==> config.mk <==
export PLATFORM = sky130hd
export DESIGN_NAME = regfile_write_arbiter
export DESIGN_NICKNAME = d
export VERILOG_FILES = /design/src/rtl/regfile_write_arbiter.sv
export SDC_FILE = /design/constraint.sdc
export NUM_CORES = 1
export LEC_CHECK = 0
export ABC_AREA = 1
export CORE_MARGIN = 10
export CORE_UTILIZATION = 51
export DETAILED_ROUTE_END_ITERATION = 6
export PLACE_DENSITY = 0.93
export SYNTH_ARGS = -nofsm -noshare
export SYNTH_HDL_FRONTEND = slang
export SYNTH_SLANG_ARGS = --single-unit
==> constraint.sdc <==
create_clock -name clk -period 3.75 [get_ports clk]
set_input_delay 0.75 -clock clk [delete_from_list [all_inputs] [get_ports clk]]
set_output_delay 0.75 -clock clk [all_outputs]
set_load 0.1 [all_outputs]
==> src/rtl/regfile_write_arbiter.sv <==
// Two-requester writeback arbiter for the register file write port.
// Each requester owns a one-entry buffer, drained oldest-first with round-robin tie-break.
module regfile_write_arbiter #(
  parameter int unsigned WIDTH = 64
) (
  input  logic             clk,
  input  logic             reset,
  input  logic             req0_valid,
  output logic             req0_ready,
  input  logic [4:0]       req0_reg,
  input  logic [WIDTH-1:0] req0_data,
  input  logic             req1_valid,
  output logic             req1_ready,
  input  logic [4:0]       req1_reg,
  input  logic [WIDTH-1:0] req1_data,
  output logic             RegWrite,
  output logic [4:0]       WriteRegister,
  output logic [WIDTH-1:0] WriteData,
  output logic [31:0]      pending
);

  logic [1:0]       r_full;
  logic [4:0]       r_reg  [2];
  logic [WIDTH-1:0] r_data [2];
  logic             r_tie;
  logic             r_older;
  logic             r_rr;

  logic [1:0]       w_valid;
  logic [4:0]       w_in_reg  [2];
  logic [WIDTH-1:0] w_in_data [2];
  logic [1:0]       w_grant;
  logic             w_sel;
  logic [1:0]       w_ready;
  logic [1:0]       w_load;
  logic [1:0]       w_full_d;
  logic             w_tie_d;
  logic             w_older_d;

  assign w_valid      = {req1_valid, req0_valid};
  assign w_in_reg[0]  = req0_reg;
  assign w_in_reg[1]  = req1_reg;
  assign w_in_data[0] = req0_data;
  assign w_in_data[1] = req1_data;

  // Tied entries go by the round-robin pointer, otherwise the older entry wins.
  always_comb begin
    w_grant = 2'b00;
    w_sel   = 1'b0;
    unique case (r_full)
      2'b01: w_grant = 2'b01;
      2'b10: w_grant = 2'b10;
      2'b11: begin
        w_sel   = r_tie ? r_rr : r_older;
        w_grant = w_sel ? 2'b10 : 2'b01;
      end
      default: w_grant = 2'b00;
    endcase
  end

  assign w_ready    = ~r_full | w_grant;
  assign req0_ready = w_ready[0];
  assign req1_ready = w_ready[1];

  always_comb begin
    w_load   = 2'b00;
    w_full_d = 2'b00;
    for (int k = 0; k < 2; k++) begin
      w_load[k]   = w_valid[k] & w_ready[k] & (w_in_reg[k] != 5'd31);
      w_full_d[k] = w_load[k] | (r_full[k] & ~w_grant[k]);
    end
  end

  // r_older names the buffer holding the older entry when both are full.
  always_comb begin
    w_tie_d   = r_tie;
    w_older_d = r_older;
    if (&w_load) begin
      w_tie_d = 1'b1;
    end else if (w_load[0] && w_full_d[1]) begin
      w_tie_d   = 1'b0;
      w_older_d = 1'b1;
    end else if (w_load[1] && w_full_d[0]) begin
      w_tie_d   = 1'b0;
      w_older_d = 1'b0;
    end
  end

  always_ff @(posedge clk or negedge reset) begin
    if (!reset) begin
      r_full        <= 2'b00;
      r_tie         <= 1'b0;
      r_older       <= 1'b0;
      r_rr          <= 1'b0;
      RegWrite      <= 1'b0;
      WriteRegister <= 5'd0;
      WriteData     <= '0;
      for (int k = 0; k < 2; k++) begin
        r_reg[k]  <= 5'd0;
        r_data[k] <= '0;
      end
    end else begin
      r_full  <= w_full_d;
      r_tie   <= w_tie_d;
      r_older <= w_older_d;
      for (int k = 0; k < 2; k++) begin
        if (w_load[k]) begin
          r_reg[k]  <= w_in_reg[k];
          r_data[k] <= w_in_data[k];
        end
      end
      if (|w_grant) begin
        RegWrite      <= 1'b1;
        WriteRegister <= w_grant[1] ? r_reg[1] : r_reg[0];
        WriteData     <= w_grant[1] ? r_data[1] : r_data[0];
        r_rr          <= w_grant[0];
      end else begin
        RegWrite <= 1'b0;
      end
    end
  end

  always_comb begin
    pending = 32'd0;
    for (int i = 0; i < 31; i++) begin
      pending[i] = (r_full[0] && (r_reg[0] == 5'(i))) ||
                   (r_full[1] && (r_reg[1] == 5'(i))) ||
                   (RegWrite && (WriteRegister == 5'(i)));
    end
  end

endmodule

==> results of run 1 <==
worst min path at each step:
stage	startpoint	end	slack, ns	depth (start not counted)
4_1_cts	reset	r_data[29]	0.34	1
5_1_grt	reset	r_data[28]	0.35	1
2_1_floorplan	r_data[63]	r_data[63]	0.44	2
3_3_place_gp	r_data[120]	r_data[120]	0.45	2
3_5_place_dp	r_data[97]	r_data[97]	0.46	2
6_report	reset	r_data[28]	0.30	1
Yosys cell counts, drive strengths merged:
cell type and number:
nand2 464, dfrtp 213, nand3 108, inv 95
o21ai 74, o211ai 69, buf 54, nor2 50
clkbuf 12, a21oi 2, nand4 2, or2 2
conb 1, nor3 1, o21bai 1, o221ai 1
critical path: cells and delay by family, from the launching register on:
family                 cells  cell delay [ns]
buffers and inverters      2             0.38
flip-flops                 1             0.47
AND/OR/NAND/NOR            3             0.97
cell families after synthesis:
family          after synthesis  share of synthesized area, %
other cells                   1                       0.03930
compound gates              147                         9.625
buf+inv                     161                         8.091
simple gates                627                         26.38
flops                       213                         55.86
power by group through the flow:
stage	sequential [W]	clock (W)	combinational (W)
after floorplan	0.00620	0	0.00264
after global placement	0.00369	0	0.00677
after detailed placement	0.00373	0	0.00689
after CTS	0.00372	0.00218	0.00694
after global routing	0.00381	0.00226	0.00728
final	0.00373	0.00214	0.00690
metrics by stage:
stage / hold WS, ns / utilization, % / instances
5_1_grt: 0.3476 / 69.49 / 1606
2_1_floorplan: 0.4422 / - / 1149
3_3_place_gp: 0.4543 / 65.61 / 1568
4_1_cts: 0.3374 / 69.49 / 1606
6_report: 0.3002 / 69.49 / 1606
3_5_place_dp: 0.4590 / 65.61 / 1568
per-layer routing:
| layer | vias to the layer above | global-route usage (%) | wire (um) |
|---|---|---|---|
| met5 | - | 0 | 34 |
| met4 | 2 | 8.045 | 958 |
| met3 | 68 | 7.429 | 2929 |
| met2 | 424 | 38.54 | 14230 |
| met1 | 4276 | 28.22 | 11300 |
| li1 | 4101 | - | - |
cell type report:
cell class | count | area (um2) | area share [%]
Sequential cell | 213 | 5330 | 42.12
Multi-Input combinational cell | 775 | 3460 | 27.34
Timing Repair Buffer | 256 | 2514 | 19.87
Clock buffer | 33 | 653.1 | 5.162
Inverter | 95 | 356.6 | 2.818
Tap cell | 229 | 286.5 | 2.264
Clock inverter | 5 | 53.80 | 0.4252
placed cells by master (no fill, tap or decap), types with 2 or more instances in the layout:
cell type / n
inv_1: 92
nand2_2: 3
clkinv_2: 3
inv_2: 3
dfrtp_1: 213
clkbuf_8: 5
buf_4: 41
nand3_1: 108
o21ai_0: 9
clkbuf_16: 23
clkdlybuf4s50_1: 209
nand2_1: 460
nor2_1: 47
o21ai_1: 65
clkbuf_1: 6
nor2_4: 3
nand4_1: 2
a21oi_1: 2
or2_2: 2
buf_12: 5
o211ai_1: 69
==> results.json, run 1 <==
{
  "outcome": "finished clean",
  "combPwrFrac_pct": 54.0,
  "preCtsSetupSlack_ns": 1.002,
  "start_util_pct": 52.40,
  "switching_share_pct": 52.84,
  "fmax_ghz": 0.3260,
  "period_needed_ns": 3.067,
  "ys_ff_latch": 213,
  "ctsRootBufferMaster": "clkbuf_16",
  "routed_via_density": 5.524,
  "slew_viol_final": 0,
  "clock_skew_ns": 0.01730,
  "ys_seq_area_share_pct": 55.86,
  "setup_viol": 0,
  "port_buffers": 244,
  "synth.distinct_cells": 24,
  "syn_inst": 1149,
  "grt_use_total_pct": 23.32,
  "cts_tree": "built",
  "grt_pass1_vias": 9246,
  "place_area_mm2": 0.01195,
  "cp-end-kind": "primary output",
  "postLayoutCellArea_mm2": 0.01265,
  "drtIter0Drc": 642,
  "via_count": 8871,
  "dpl.hpwl_um": 20250,
  "yosysWarnings": 0,
  "r2r_end": "WriteData[32]",
  "ant_nets": 0,
  "largest_register_ffs": 128,
  "synth.top_cell.area_share_pct": 55.86,
  "relSlewSlack_pct": 22.42,
  "hold_path_class": "in2async",
  "cellLeakagePower_nw": 5.993,
  "hold_viol": 0,
  "netlist_area_mm2": 0.009542,
  "clock_power_share_pct": 16.8,
  "worst_slew_pin_slew_ns": 1.164,
  "cts_buffers": 23,
  "grt_pass1_wl_um": 47000,
  "slowest_stage": "nor2_1",
  "arrival_ns": 2.32,
  "drc": 0,
  "startpoint": "r_full[0]",
  "fin_crit_sh_pct": 81.80,
  "maxCapViolations": 0,
  "dieArea_mm2": 0.02458,
  "rr_worst_depth": 5,
  "gp_congestion": 0.9556,
  "clk_pin_slew_worst_paths_ns": 0.06,
  "reg2reg_slack_ns": 1.65,
  "crit_fanout": 12,
  "grt_max_degree": 94,
  "seq_power_share_pct": 29.2,
  "max_stage_delay_ns": 0.71,
  "hold_buffers": 0,
  "cts_max_level": 1,
  "cts_setup_buffers": 0,
  "crit_path_end": "pending[4]",
  "crit_type": "reg2out",
  "io_pins": 246,
  "power.density_mw_per_mm2": 1009,
  "wire_per_inst_um": 18.34,
  "grt-ovfl-total": 0,
  "synth_area_leaders": "dfrtp_1 56%, nand2_1 18%, nand3_1 5.7%, o211ai_1 5.4%, inv_1 3.6%",
  "firstDrtPassIters": 5,
  "wirelength_um": 29450,
  "post_synth.cell_area_avg_um2": 8.304,
  "clk_latency_ns": 0.51,
  "finalWorstSetupSlack_ns": 0.6827,
  "cts_resized": 0,
  "synth_top_area_cell": "dfrtp_1",
  "cts.sinks": 213,
  "syn2layout_area_growth_pct": 32.61,
  "layout-drive-gt1-share_pct": 6.681,
  "switchingPower_w": 0.006749,
  "cp.required_ns": 3.00,
  "die_w_um": 156.8,
  "path_cells": "inv_1 -> nor2_1 -> nand2_1 -> nand3_1 -> buf_4",
  "r2r_start": "r_full[1]",
  "coreArea_mm2": 0.01821,
  "synth_nets": 1291,
  "die_y_um": 156.8,
  "p_total_w": 0.01277,
  "startpoint_type": "flip-flop",
  "num-fill-cells": 1360,
  "rsz0062_at_grt": "no",
  "antenna_found_initial": 1,
  "n_antenna_cell": 0,
  "clockBufferDepth": 3,
  "ir_drop_mv": 0.8212,
  "p_int_w": 0.006023,
  "final_nets": 1506,
  "fp-row-count": 49,
  "tns_ns": 0
}
Note: power is estimated with default switching activity, not from simulation.
==> run 2, diff against run 1 <==
Settings changed: CORE_UTILIZATION 51 to 49, PLACE_DENSITY 0.93 to 0.9.
Clock period 3.75 ns to 3.1 ns, I/O delays scaled along.
==> results.json, run 2 (synthesized netlist as in run 1, its figures left out) <==
{
  "fin_crit_sh_pct": 94.08,
  "maxCapViolations": 0,
  "wire_per_inst_um": 18.07,
  "io_pins": 246,
  "clock_skew_ns": 0.01090,
  "die_w_um": 159.5,
  "cts.sinks": 213,
  "power.density_mw_per_mm2": 1234,
  "mostFrequentLayoutCells": "460 x nand2_1, 213 x dfrtp_1, 140 x clkdlybuf4s50_1, 108 x nand3_1, 94 x buf_4",
  "crit_fanout": 13,
  "routed_via_density": 5.407,
  "die_y_um": 159.5,
  "grt-ovfl-total": 0,
  "cp.required_ns": 2.48,
  "arrival_ns": 2.30,
  "start_util_pct": 50.34,
  "hold_path_class": "in2async",
  "ir_drop_mv": 1.013,
  "fmax_ghz": 0.3429,
  "grt_max_degree": 92,
  "coreArea_mm2": 0.01896,
  "via_count": 8889,
  "startpoint_type": "flip-flop",
  "place_area_mm2": 0.01203,
  "slew_viol_final": 0,
  "hold_viol": 0,
  "max_stage_delay_ns": 0.51,
  "cts_resized": 0,
  "crit_type": "reg2out",
  "grt_use_total_pct": 22.50,
  "wirelength_um": 29700,
  "worst_slew_pin_slew_ns": 0.8942,
  "syn2layout_area_growth_pct": 35.06,
  "outcome": "finished clean",
  "antenna_found_initial": 1,
  "crit_path_frequent_cell": "nand2_1",
  "clockBufferDepth": 3,
  "postLayoutCellArea_mm2": 0.01289,
  "path_cells": "nand2_1 -> inv_1 -> nand2_1 -> o221ai_1 -> buf_4",
  "grt_pass1_wl_um": 48090,
  "final_common_cell": "nand2_1",
  "clk_pin_slew_worst_paths_ns": 0.06,
  "rsz0062_at_grt": "no",
  "grt_pass1_vias": 9084,
  "largest_register_ffs": 128,
  "cts_max_level": 1,
  "dpl.hpwl_um": 20310,
  "cts_buffers": 24,
  "period_needed_ns": 2.916,
  "relSlewSlack_pct": 40.39,
  "ctsRootBufferMaster": "clkbuf_16",
  "layout-drive-gt1-share_pct": 12.36,
  "cellLeakagePower_nw": 6.194,
  "ant_nets": 0,
  "port_buffers": 244,
  "cts_setup_buffers": 0,
  "cp-end-kind": "primary output",
  "dieArea_mm2": 0.02545,
  "hold_slack_ns": 0.1523,
  "fp-row-count": 50,
  "final_nets": 1508,
  "slowest_stage": "dfrtp_1",
  "cts_tree": "built",
  "drtIter0Drc": 624,
  "tns_ns": 0,
  "num-fill-cells": 1450,
  "gp_congestion": 0.9487,
  "setup_viol": 0,
  "hold_buffers": 0,
  "firstDrtPassIters": 5,
  "drc": 0,
  "clk_latency_ns": 0.51
}
-- run 2: cell count changes in the layout (fill, tap and decap cells not counted) --
cell,delta
clkdlybuf4s50_1,-69
buf_4,+53
buf_12,+17
clkbuf_1,-4
clkinvlp_4,+4
bufinv_16,+3
clkbuf_16,+2
clkbuf_8,-2
clkinv_4,+2
diode_2,+1
-- run 2: final timing paths --
kind                                  start             to  slack, ns  cells after the start
worst max-delay path              r_full[0]    pending[23]       0.18                      5
worst min-delay path                  reset  WriteData[27]       0.15                      1
worst max register to register    r_full[0]       r_reg[4]       1.05                      7
worst min register to register  r_data[119]    r_data[119]       0.47                      2
max in group asynchronous             reset     r_data[86]       2.19                      2
min in group clk                r_data[119]    r_data[119]       0.47                      2
-- run 2: critical path: cells and delay by family (launching register included) --
kind / cells / cell delay (ns)
and+or+nand+nor: 2 / 0.27
buffers and inverters: 2 / 0.71
DFF: 1 / 0.51
AOI/OAI and AO/OA: 1 / 0.30
-- run 2: metal layers --
layer / part of all wire, % / routed length, um / vias up / GRT usage [%]
li1: - / - / 4102 / -
met1: 40 / 11930 / 4253 / 29.03
met2: 47 / 14100 / 470 / 36.25
met3: 9.7 / 2889 / 64 / 6.171
met4: 2.6 / 779 / 0 / 6.487
met5: 0 / 0 / - / 0
-- run 2: report_power, final --
part | switching, W | leakage [nW] | internal, W
registers | 0.000663 | 2.61 | 0.00386
clock network | 0.00116 | 0.406 | 0.00186
logic | 0.00648 | 3.18 | 0.00189
total | 0.00830 | 6.19 | 0.00761
-- run 2: per-stage QoR --
| step | power [W] | instances | utilization [%] | setup slack, ns |
|---|---|---|---|---|
| after floorplan | 0.01068 | 1149 | - | 0.1676 |
| after global placement | 0.01270 | 1600 | 63.48 | 0.4865 |
| after detailed placement | 0.01288 | 1600 | 63.48 | 0.4362 |
| after CTS | 0.01596 | 1643 | 67.97 | 0.2329 |
| after global routing | 0.01662 | 1643 | 67.97 | 0.007263 |
| final | 0.01591 | 1644 | 67.99 | 0.1835 |
-- run 2: area by class of cell --
type                    instances  area [um2]  area share [%]
well taps                     260       325.3           2.524
diodes                          1       2.502         0.01942
flip-flops and latches        213        5330           41.36
clock inverters                14       191.4           1.485
multi-input cells             775        3460           26.84
clock buffers                  29       660.6           5.126
inverters                      95       356.6           2.767
repair buffers                257        2561           19.87
